[config.mk]
export PLATFORM = sky130hd
export DESIGN_NAME = mem_access_unit
export DESIGN_NICKNAME = d
export VERILOG_FILES = /design/src/rtl/mem_access_unit.sv
export SDC_FILE = /design/constraint.sdc
export NUM_CORES = 1
export LEC_CHECK = 0
export BUFFER_PORTS_ARGS = -buffer_cell sky130_fd_sc_hd__buf_2
export CAP_MARGIN = 10
export CORE_ASPECT_RATIO = 1.4
export CORE_MARGIN = 4
export CORE_UTILIZATION = 44
export DETAILED_ROUTE_END_ITERATION = 10
export PLACE_DENSITY_LB_ADDON = 0.25
export SYNTH_ARGS = -nofsm -noshare
export SYNTH_HDL_FRONTEND = slang
export SYNTH_SLANG_ARGS = --single-unit
[constraint.sdc]
create_clock -name clk -period 3.48 [get_ports clk]
set_input_delay 0.696 -clock clk [delete_from_list [all_inputs] [get_ports clk]]
set_output_delay 0.696 -clock clk [all_outputs]
set_load 0.02 [all_outputs]
[src/rtl/mem_access_unit.sv]
// Memory stage: issues aligned req/ack data-memory accesses for loads and stores,
// extends load data, and stalls the core until the access retires or times out.
module mem_access_unit #(
  parameter int TIMEOUT_CYCLES = 16
) (
  input  logic        clk,
  input  logic        reset,
  input  logic        mem_read,
  input  logic        mem_write,
  input  logic [2:0]  fn3,
  input  logic [31:0] alu_out,
  input  logic [31:0] rs2_data,
  output logic        stall,
  output logic [31:0] load_data,
  output logic        access_fault,
  output logic        dmem_req,
  output logic        dmem_we,
  output logic [31:0] dmem_addr,
  output logic [3:0]  dmem_be,
  output logic [31:0] dmem_wdata,
  input  logic        dmem_ack,
  input  logic [31:0] dmem_rdata
);

  localparam int CNT_W = $clog2(TIMEOUT_CYCLES + 1);

  typedef enum logic [1:0] {S_IDLE, S_REQ, S_DONE} state_t;

  state_t            state_q, state_d;
  logic [CNT_W-1:0]  cnt_q, cnt_d;
  logic [CNT_W-1:0]  cnt_inc;
  logic              tmo_q, tmo_d;
  logic              req_q, req_d;
  logic              we_q, we_d;
  logic [31:0]       addr_q, addr_d;
  logic [3:0]        be_q, be_d;
  logic [31:0]       wdata_q, wdata_d;
  logic [2:0]        fn3_q, fn3_d;
  logic [1:0]        lane_q, lane_d;
  logic [31:0]       load_data_q, load_data_d;

  logic              acc, illegal, misalign, bad;
  logic [3:0]        be_new;
  logic [31:0]       wdata_new;

  function automatic logic [31:0] extend_load(input logic [2:0] f3, input logic [1:0] lane,
                                              input logic [31:0] rdata);
    logic [7:0]  b;
    logic [15:0] h;
    b = rdata[{lane, 3'b000} +: 8];
    h = lane[1] ? rdata[31:16] : rdata[15:0];
    case (f3)
      3'b000:  extend_load = {{24{b[7]}}, b};
      3'b001:  extend_load = {{16{h[15]}}, h};
      3'b100:  extend_load = {24'b0, b};
      3'b101:  extend_load = {16'b0, h};
      default: extend_load = rdata;
    endcase
  endfunction

  // Decode of the instruction currently presented by the execution stage.
  always_comb begin
    acc     = mem_read | mem_write;
    illegal = mem_write ? (fn3 > 3'b010) : ((fn3 == 3'b011) || (fn3[2:1] == 2'b11));
    case (fn3[1:0])
      2'b01:   misalign = alu_out[0];
      2'b10:   misalign = |alu_out[1:0];
      default: misalign = 1'b0;
    endcase
    bad = illegal | misalign;

    case (fn3[1:0])
      2'b00: begin
        be_new    = 4'b0001 << alu_out[1:0];
        wdata_new = {4{rs2_data[7:0]}};
      end
      2'b01: begin
        be_new    = alu_out[1] ? 4'b1100 : 4'b0011;
        wdata_new = {2{rs2_data[15:0]}};
      end
      default: begin
        be_new    = 4'b1111;
        wdata_new = rs2_data;
      end
    endcase
    if (!mem_write) be_new = 4'b1111;
  end

  always_comb begin
    state_d     = state_q;
    cnt_d       = cnt_q;
    tmo_d       = tmo_q;
    req_d       = req_q;
    we_d        = we_q;
    addr_d      = addr_q;
    be_d        = be_q;
    wdata_d     = wdata_q;
    fn3_d       = fn3_q;
    lane_d      = lane_q;
    load_data_d = load_data_q;
    cnt_inc     = cnt_q + CNT_W'(1);

    case (state_q)
      S_IDLE: begin
        if (acc && !bad) begin
          state_d = S_REQ;
          req_d   = 1'b1;
          we_d    = mem_write;
          addr_d  = {alu_out[31:2], 2'b00};
          be_d    = be_new;
          wdata_d = wdata_new;
          fn3_d   = fn3;
          lane_d  = alu_out[1:0];
          cnt_d   = '0;
        end
      end
      S_REQ: begin
        // An ack arriving on the final permitted cycle still completes normally.
        if (dmem_ack) begin
          state_d = S_DONE;
          req_d   = 1'b0;
          if (!we_q) load_data_d = extend_load(fn3_q, lane_q, dmem_rdata);
        end else if (cnt_inc == CNT_W'(TIMEOUT_CYCLES)) begin
          state_d     = S_DONE;
          req_d       = 1'b0;
          tmo_d       = 1'b1;
          load_data_d = '0;
          cnt_d       = cnt_inc;
        end else begin
          cnt_d = cnt_inc;
        end
      end
      S_DONE: begin
        state_d = S_IDLE;
        cnt_d   = '0;
        tmo_d   = 1'b0;
      end
      default: begin
        state_d = S_IDLE;
        req_d   = 1'b0;
      end
    endcase
  end

  always_ff @(posedge clk or posedge reset) begin
    if (reset) begin
      state_q     <= S_IDLE;
      cnt_q       <= '0;
      tmo_q       <= 1'b0;
      req_q       <= 1'b0;
      we_q        <= 1'b0;
      addr_q      <= '0;
      be_q        <= '0;
      wdata_q     <= '0;
      fn3_q       <= '0;
      lane_q      <= '0;
      load_data_q <= '0;
    end else begin
      state_q     <= state_d;
      cnt_q       <= cnt_d;
      tmo_q       <= tmo_d;
      req_q       <= req_d;
      we_q        <= we_d;
      addr_q      <= addr_d;
      be_q        <= be_d;
      wdata_q     <= wdata_d;
      fn3_q       <= fn3_d;
      lane_q      <= lane_d;
      load_data_q <= load_data_d;
    end
  end

  assign stall        = acc & ~bad & (state_q != S_DONE);
  assign access_fault = (acc & bad & (state_q == S_IDLE)) | ((state_q == S_DONE) & tmo_q);
  assign load_data    = load_data_q;
  assign dmem_req     = req_q;
  assign dmem_we      = we_q;
  assign dmem_addr    = addr_q;
  assign dmem_be      = be_q;
  assign dmem_wdata   = wdata_q;

endmodule

==> flow_summary.json, run 1 <==
{
  "run_status": "complete, no violations",
  "worst_hold_path.endpoint": "load_data[15]",
  "final.setup_skew_ps": 5.280,
  "detailroute.via_count": 4517,
  "rd_place_congestion": 0.8465,
  "layout-drive-gt1-share_pct": 37.92,
  "gr-total-overflow": 0,
  "cts_htree_levels": 4,
  "cells_taking_the_most_area_after_synthesis": "dfrtp_1 (54%), mux2_1 (8.8%), a221o_1 (4.2%)",
  "antenna_violating_nets_post_route": 0,
  "timing_worst_slew_pin_value_ps": 850.2,
  "syn-instance-count": 467,
  "final-max-slew-violation-count": 0,
  "synth_seq_area_share_pct": 53.61,
  "rsz0062_at_grt": "no",
  "maximum_cell_stage_delay_along_the_critical_path_ps": 300,
  "critical_path.endpoint_type": "primary output",
  "via_per_inst": 5.442,
  "setup-tns-final_ps": 0,
  "clk_root_buffer_cell": "clkbuf_16",
  "ioPinCount": 208,
  "cts.reportedPaths.clkPinSlew_ps": 50,
  "cp.required_ps": 2780,
  "nFillCells": 1026,
  "rows": 47,
  "globalRoute.busiestLayer": "met2",
  "cpLargestDelayFamily": "simple AND/OR/NAND/NOR gates",
  "place.port_buffers": 205,
  "post-synth-top-area-fraction_pct": 53.61,
  "die-height_um": 137.6,
  "period_minus_slack_ps": 3006,
  "global_route.usage.total_pct": 21.46,
  "critical_path.max_fanout": 6,
  "power.switching_mw": 2.456,
  "grt_util_met1_pct": 23.77,
  "hold_path_depth": 2,
  "ir_drop_v": 0.0004649,
  "reg2reg_setup_slack_ps": 1210,
  "ys_warn_count": 0,
  "final_cells": 830,
  "cts_resized": 0,
  "final_hold_violating_endpoints": 0,
  "critical_path.reg2reg.startpoint": "state_q[0]",
  "reg_to_reg_endpoint": "load_data[21]",
  "period_share_pct": 86.38,
  "yosysUniqueCellTypes": 50,
  "place_inst": 798,
  "cell_by_cell_listing_of_the_critical_path": "buf_2, inv_1, ha_1, a21bo_2, and3_1, or3_1, a21oi_1, buf_2",
  "multi_input_gate_area_in_the_final_layout_um2": 2251,
  "crit_path_frequent_cell": "buf_2",
  "arrival_ps": 2310,
  "cp_slowest_cell": "or3_1",
  "yosys_most_used_dff": "dfrtp_1",
  "timing_limited_maximum_frequency_mhz": 332.6,
  "initialDrtViolationCount": 157,
  "syn_area_per_cell_um2": 11.30,
  "synth_area_um2": 5275,
  "antenna_found_initial": 0,
  "post-synth-top-count-cell": "dfrtp_1",
  "detailedRoute.firstPassIterationCount": 5,
  "report.final.setup_viol": 0,
  "critPathBufInv": 3,
  "clock_latency_reported_for_the_late_side_of_the_worst_skew_pair_ps": 400,
  "first_global_vias": 4772,
  "postPlaceCellArea_um2": 6414,
  "design.die.area_um2": 13830,
  "global_route.usage.met2_pct": 36.98,
  "power_report.internal_total_mw": 3.994,
  "yosys_register_bits": 113,
  "cts_made_buffers": 17,
  "drt-total-wl_um": 14630,
  "async_flop_share_pct": 100.0,
  "cts_tree": "yes",
  "clock_tree.buffer_depth": 2,
  "comb_power_share_pct": 37.5,
  "post-cts-setup-buffer-count": 0,
  "hold_path_startpoint": "load_data[15]",
  "dp_hpwl_um": 10950,
  "post_route_design_area_um2": 7043,
  "pre_cts_ws_ps": 482.7,
  "finish.net_count": 780,
  "maximum_number_of_pins_on_one_net_before_global_route_repair": 73,
  "synth-edff-count": 0,
  "antenna_cells": 0,
  "worst_r2r_path_depth": 5,
  "cell_leakage_power_nw": 3.463,
  "drcViolationCount": 0,
  "grt_pass1_wl_um": 23200,
  "core-area_um2": 11760,
  "power_per_cell_area_nw_per_um2": 915.8,
  "critPathLaunchType": "primary input",
  "areaGrowthSynthToFinish_pct": 33.52,
  "power.share.sequential_pct": 34.3,
  "synth_top_cell_by_area": "dfrtp_1",
  "yosys-top-cells-count": "dfrtp_1 (113), nand2_1 (46), mux2_1 (41)",
  "timing.final.ws_setup_ps": 473.8,
  "p_sw_share_pct": 38.07,
  "drt-wirelength-per-cell_um": 17.62,
  "cts.sinks": 113,
  "cts_hold_fix_bufs": 0,
  "p_clk_share_pct": 28.2,
  "maxSlewHeadroom_pct": 43.32,
  "worst_hold_class": "flip-flop to flip-flop",
  "path_class": "primary input to primary output",
  "die_width_um": 100.5,
  "seqCellArea_um2": 2828,
  "effective_utilization_at_floorplan_pct": 44.85,
  "globalRouteMet3Util_pct": 7.194,
  "finalCoreUtilization_pct": 59.88,
  "drv_cap": 0
}
==> registers in the layout, summed over array words and instances (netlist names) <==
signal and cells:
cnt_q 5, dmem_addr 30, dmem_be 4, dmem_req 1
dmem_wdata 32, dmem_we 1, fn3_q 3, lane_q 2
load_data 32, state_q 2, tmo_q 1
==> layout by cell type (no fill, tap or decap), drive strengths merged, types with 2 or more instances in the layout <==
cell      count
buf         214
dfrtp       113
o21ai        60
nand2        46
mux2         41
a221o        22
a21oi        20
mux2i        19
clkbuf       19
nor2         16
nand2b       11
inv          10
a22oi         8
a22o          8
o22ai         7
a32o          7
ha            6
clkinvlp      5
clkinv        5
nand3         4
bufinv        4
or2           4
nor3          3
o31ai         2
and2          2
nand4         2
and3          2
o22a          2
a2bb2oi       2
o311ai        2
conb          2
==> per-stage QoR <==
stage / power, mW / hold slack, ps
after floorplan: 3.764 / 480.7
after global placement: 4.597 / 459.3
after detailed placement: 4.664 / 459.2
after CTS: 6.522 / 470.9
after global routing: 6.824 / 490.3
final: 6.450 / 462.0
==> worst register-to-register path, delay by kind of cell (launching register included) <==
| kind | cells | cell delay, ps |
|---|---|---|
| buffers and inverters | 1 | 120 |
| DFF | 1 | 490 |
| AOI/OAI and AO/OA | 2 | 860 |
| and+or+nand+nor | 2 | 740 |
==> cells by family (layout without fill, tap and decap cells) <==
group                    Yosys count  count (layout)  share of synthesized area (%)
AO/OA/AOI/OAI                    148             148                          19.43
flip-flops                       113             113                          53.61
AND/OR/NAND/NOR                   96              96                          8.753
multiplexers                      61              61                          12.78
buffers and inverters             42             257                          3.937
adder cells (fa/ha/maj)            6               6                          1.423
other                              1               2                        0.07109
==> per-layer routing <==
layer / routed length (um) / share of wire, %
met5: 0 / 0
met4: 418 / 2.9
met3: 1140 / 7.8
met2: 7639 / 52
met1: 5428 / 37
==> worst max path at each step <==
| stage | from | to | slack, ps | cells after the start |
|---|---|---|---|---|
| global placement | fn3[1] | access_fault | 500 | 8 |
| detailed placement | fn3[1] | access_fault | 480 | 8 |
| finish | fn3[1] | access_fault | 470 | 8 |
| floorplan | fn3[1] | access_fault | 690 | 7 |
| global route | fn3[1] | access_fault | 350 | 8 |
| CTS | fn3[1] | access_fault | 470 | 8 |
==> final cells by class <==
type	count	share of cell area (%)
clock buffers	19	6.289
clock inverters	13	2.647
inverters	11	0.6395
multi-input cells	313	31.96
flip-flops and latches	113	40.15
well taps	147	2.611
repair buffers	214	15.70
==> power by group through the flow <==
| stage | logic, mW | registers, mW | clock network (mW) |
|---|---|---|---|
| 3_5_place_dp | 2.44 | 2.23 | 0 |
| 2_1_floorplan | 0.939 | 2.82 | 0 |
| 4_1_cts | 2.44 | 2.22 | 1.86 |
| 5_1_grt | 2.62 | 2.29 | 1.92 |
| 3_3_place_gp | 2.39 | 2.21 | 0 |
| 6_report | 2.42 | 2.21 | 1.82 |
Power figures use the tool's default switching activity.
==> inputs of run 2 (changes only) <==
- MAX_ROUTING_LAYER: unset -> met4
==> run 2 against run 1 <==
  * Cell count unchanged
  * Largest cell class unchanged
  * Critical path type unchanged
  * Worst setup slack about the same
  * First-iteration DRC count increased by 3.8%
==> flow_summary.json, run 2 (synthesis results as in run 1) <==
{
  "timing_limited_maximum_frequency_mhz": 332.6,
  "first_global_vias": 4792,
  "design.die.area_um2": 13830,
  "die_width_um": 100.5,
  "cpLargestDelayFamily": "simple AND/OR/NAND/NOR gates",
  "nFillCells": 1026,
  "power_per_cell_area_nw_per_um2": 916.5,
  "antenna_violating_nets_post_route": 0,
  "drt-total-wl_um": 14700,
  "cts_resized": 0,
  "gr-total-overflow": 0,
  "period_minus_slack_ps": 3006,
  "rd_place_congestion": 0.8598,
  "pre_cts_ws_ps": 482.7,
  "crit_path_frequent_cell": "buf_2",
  "mostFrequentLayoutCell": "buf_2",
  "path_class": "primary input to primary output",
  "antenna_cells": 0,
  "run_status": "complete, no violations",
  "cts_hold_fix_bufs": 0,
  "die-height_um": 137.6,
  "drcViolationCount": 0,
  "core-area_um2": 11760,
  "cts_tree": "yes",
  "final-max-slew-violation-count": 0,
  "initialDrtViolationCount": 163,
  "period_share_pct": 86.39,
  "effective_utilization_at_floorplan_pct": 44.85,
  "seqCellArea_um2": 2828,
  "critical_path.max_fanout": 6,
  "critPathLaunchType": "primary input",
  "critical_path.endpoint_type": "primary output",
  "arrival_ps": 2310,
  "maximum_cell_stage_delay_along_the_critical_path_ps": 300,
  "detailroute.via_count": 4562,
  "finish.net_count": 780,
  "ioPinCount": 208,
  "place.port_buffers": 205,
  "via_per_inst": 5.496,
  "cell_by_cell_listing_of_the_critical_path": "buf_2, inv_1, ha_1, a21bo_2, and3_1, or3_1, a21oi_1, buf_2",
  "cts.reportedPaths.clkPinSlew_ps": 50,
  "cp.required_ps": 2780,
  "post-cts-setup-buffer-count": 0,
  "layout-drive-gt1-share_pct": 37.92,
  "drt-wirelength-per-cell_um": 17.70,
  "rsz0062_at_grt": "no",
  "grt_pass1_wl_um": 23140,
  "report.final.setup_viol": 0,
  "drv_cap": 0,
  "cts_htree_levels": 4,
  "clock_latency_reported_for_the_late_side_of_the_worst_skew_pair_ps": 400,
  "final_hold_violating_endpoints": 0,
  "cell_leakage_power_nw": 3.463,
  "multi_input_gate_area_in_the_final_layout_um2": 2251,
  "clk_root_buffer_cell": "clkbuf_16",
  "maxSlewHeadroom_pct": 43.41,
  "detailedRoute.firstPassIterationCount": 7,
  "areaGrowthSynthToFinish_pct": 33.52,
  "global_route.usage.total_pct": 22.07,
  "cp_slowest_cell": "or3_1",
  "dp_hpwl_um": 10950,
  "maximum_number_of_pins_on_one_net_before_global_route_repair": 73,
  "antenna_found_initial": 0,
  "commonest_cells_after_routing_fill_and_taps_aside": "buf_2 (205), dfrtp_1 (113), nand2_1 (46), mux2_1 (41), o21ai_1 (38)",
  "finalCoreUtilization_pct": 59.88,
  "cts.sinks": 113,
  "clock_tree.buffer_depth": 2,
  "rows": 47,
  "timing_worst_slew_pin_value_ps": 848.9,
  "worst_hold_class": "flip-flop to flip-flop",
  "ir_drop_v": 0.0004654,
  "timing.final.ws_setup_ps": 473.6,
  "critPathBufInv": 3,
  "cts_made_buffers": 17,
  "final.setup_skew_ps": 4.122,
  "setup-tns-final_ps": 0
}
## run 2: metrics by stage
| stage | std cells | area [um2] | power (mW) | hold WS, ps |
|---|---|---|---|---|
| after detailed placement | 798 | 6414 | 4.664 | 459.2 |
| after floorplan | 468 | 5283 | 3.764 | 480.7 |
| final | 830 | 7043 | 6.455 | 461.4 |
| after global placement | 798 | 6414 | 4.597 | 459.3 |
| after global routing | 830 | 7043 | 6.823 | 490.3 |
| after CTS | 830 | 7043 | 6.522 | 470.9 |
## run 2: final timing paths
path	slack, ps	start	cells past startpoint	to
max	470	fn3[1]	8	access_fault
min	460	load_data[15]	2	load_data[15]
max reg2reg	1210	state_q[0]	5	load_data[21]
min reg2reg	460	load_data[15]	2	load_data[15]
max in group asynchronous	2350	reset	3	dmem_wdata[23]
min in group asynchronous	470	reset	3	load_data[16]
## run 2: final cells by class
| type | instances | area share (%) |
|---|---|---|
| clock buffer | 19 | 6.289 |
| multi-input combinational | 313 | 31.96 |
| sequential | 113 | 40.15 |
| timing repair buffer | 214 | 15.70 |
| inverter | 11 | 0.6395 |
| tap | 147 | 2.611 |
| clock inverter | 13 | 2.647 |
## run 2: power breakdown
| group | switching (mW) | internal, mW | leakage [nW] |
|---|---|---|---|
| Sequential | 0.344 | 1.87 | 1.39 |
| Clock | 0.607 | 1.22 | 0.295 |
| Combinational | 1.51 | 0.909 | 1.78 |
## run 2: layer usage
layer  track usage [%]  wire, um
met1             24.79      5477
met2             36.91      7670
met3             5.674      1138
met4             9.963       408
met5                 -         0
## run 2: worst register-to-register path: cells and delay by family, from the launching register on
kind,cells,cell delay [ps]
DFF,1,490
buffers and inverters,1,120
AOI/OAI and AO/OA,2,850
and+or+nand+nor,2,750
==> inputs of run 3 (changes only) <==
- ABC_AREA: unset -> 1
- CORE_UTILIZATION: 44 -> 45
==> run 3 against run 2 <==
  * Routed wire length grew 10%
  * Worst setup slack gained 200 ps
  * Core utilization shrank 0.53 points
  * Global-route usage grew 1.2 points
  * Die area grew 4.9%
  * Non-clock buffer count shrank 3
  * Clock-buffer cell count shrank 1
  * Largest cell class unchanged
  * Highest routed layer unchanged
==> flow_summary.json, run 3 <==
{
  "run_status": "complete, no violations",
  "post-cts-setup-buffer-count": 0,
  "post-synth-top-area-fraction_pct": 49.79,
  "ir_drop_v": 0.0004570,
  "final_hold_violating_endpoints": 0,
  "path_class": "primary input to primary output",
  "die-height_um": 140.9,
  "rows": 48,
  "nFillCells": 1203,
  "global_route.usage.total_pct": 23.29,
  "report.power.total_mw": 6.632,
  "syn_area_per_cell_um2": 7.737,
  "rsz0062_at_grt": "no",
  "seqCellArea_um2": 2828,
  "cells_taking_the_most_area_after_synthesis": "dfrtp_1 (50%), nand2_1 (16%), o21ai_0 (6.7%)",
  "cts_htree_levels": 4,
  "detailroute.via_count": 5482,
  "global_route.usage.met2_pct": 37.61,
  "cts.sinks": 113,
  "die_width_um": 102.9,
  "worst_hold_class": "primary input to async pin",
  "period_minus_slack_ps": 2810,
  "antenna_cells": 0,
  "syn-instance-count": 734,
  "yosys-top-cells-count": "nand2_1 (249), dfrtp_1 (113), o21ai_0 (76)",
  "cts_hold_fix_bufs": 0,
  "first_global_vias": 5301,
  "setup-tns-final_ps": 0,
  "grt_util_met1_pct": 27.48,
  "dp_hpwl_um": 11770,
  "place.port_buffers": 205,
  "cp.required_ps": 2780,
  "globalRouteMet3Util_pct": 5.248,
  "async_flop_share_pct": 100.0,
  "multi_input_gate_area_in_the_final_layout_um2": 2414,
  "critical_path.endpoint_type": "primary output",
  "timing_worst_slew_pin_value_ps": 605.5,
  "mostFrequentLayoutCell": "nand2_1",
  "critical_path.max_fanout": 12,
  "worst_r2r_path_depth": 7,
  "drv_cap": 0,
  "antenna_found_initial": 0,
  "period_share_pct": 80.75,
  "synth_seq_area_share_pct": 49.79,
  "drcViolationCount": 0,
  "cts_resized": 0,
  "power_per_cell_area_nw_per_um2": 903.2,
  "pre_cts_ws_ps": 516.6,
  "postPlaceCellArea_um2": 6704,
  "place_inst": 1055,
  "drt-total-wl_um": 16240,
  "clk_root_buffer_cell": "clkbuf_16",
  "final.setup_skew_ps": 12.18,
  "arrival_ps": 2110,
  "drt-wirelength-per-cell_um": 14.94,
  "ys_warn_count": 0,
  "rd_place_congestion": 0.8732,
  "synth_area_um2": 5679,
  "timing_limited_maximum_frequency_mhz": 355.8,
  "cts.reportedPaths.clkPinSlew_ps": 60,
  "cts_made_buffers": 17,
  "commonest_cells_after_routing_fill_and_taps_aside": "nand2_1 (249), buf_2 (205), dfrtp_1 (113), o21ai_0 (76), nand3_1 (57)",
  "grt_pass1_wl_um": 25720,
  "effective_utilization_at_floorplan_pct": 45.90,
  "yosysUniqueCellTypes": 30,
  "via_per_inst": 5.043,
  "finalCoreUtilization_pct": 59.35,
  "initialDrtViolationCount": 256,
  "cell_leakage_power_nw": 3.998,
  "ioPinCount": 208,
  "core-area_um2": 12370,
  "yosys_register_bits": 113,
  "final_cells": 1087,
  "globalRoute.busiestLayer": "met2",
  "antenna_violating_nets_post_route": 0,
  "cts_tree": "yes",
  "finish.net_count": 1034,
  "layout-drive-gt1-share_pct": 28.07,
  "clock_latency_reported_for_the_late_side_of_the_worst_skew_pair_ps": 410,
  "post-synth-top-count-cell": "nand2_1",
  "timing.final.ws_setup_ps": 669.8,
  "clock_tree.buffer_depth": 2,
  "design.die.area_um2": 14510,
  "detailedRoute.firstPassIterationCount": 4,
  "reg2reg_setup_slack_ps": 1180,
  "critPathLaunchType": "primary input",
  "post_route_design_area_um2": 7343,
  "hold-worst-slack_ps": 259.9,
  "maxSlewHeadroom_pct": 59.63,
  "gr-total-overflow": 0,
  "maximum_number_of_pins_on_one_net_before_global_route_repair": 117,
  "final-max-slew-violation-count": 0,
  "synth_top_cell_by_area": "dfrtp_1",
  "areaGrowthSynthToFinish_pct": 29.30,
  "synth-edff-count": 0,
  "report.final.setup_viol": 0,
  "yosys_most_used_dff": "dfrtp_1"
}
run 3: power by group:
part	internal (mW)	switching (mW)
Sequential	1.84	0.341
Clock	1.23	0.649
Combinational	0.810	1.76
run 3: logic make-up (layout without fill, tap and decap cells):
| logic type | count (synthesis) | count (layout) | share of synthesized area [%] |
|---|---|---|---|
| buffers and inverters | 91 | 293 | 7.777 |
| AND/OR/NAND/NOR | 370 | 370 | 26.90 |
| other | 1 | 2 | 0.06603 |
| adder cells (fa/ha/maj) | 6 | 6 | 1.322 |
| flip-flops | 113 | 113 | 49.79 |
| AO/OA/AOI/OAI | 153 | 153 | 14.14 |
run 3: cell type report:
| class | count | share of cell area, % |
|---|---|---|
| multi-input cells | 531 | 32.87 |
| well taps | 150 | 2.556 |
| clock inverters | 14 | 2.726 |
| clock buffers | 18 | 5.981 |
| inverters | 50 | 2.607 |
| flip-flops and latches | 113 | 38.51 |
| repair buffers | 211 | 14.76 |
run 3: layer usage:
metal | wire length, um | vias to the layer above
li1 | - | 2757
met3 | 1217 | 37
met2 | 8121 | 222
met1 | 6358 | 2466
met5 | 0 | -
met4 | 537 | 0
run 3: final timing paths:
kind                                     from              to
min in group clk                dmem_addr[14]   dmem_addr[14]
worst max register to register       fn3_q[1]   load_data[29]
worst max-delay path                   fn3[1]    access_fault
max in group asynchronous               reset      state_q[1]
worst min register to register  dmem_addr[14]   dmem_addr[14]
worst min-delay path                    reset  dmem_wdata[19]
run 3: worst max-delay path: stages:
cell and delay, ps:
buf_2 150, inv_2 100, ha_1 440, nand2_1 100, nand2_1 80, nand2_1 60, and3_1 160, o21ai_0 130
buf_2 200
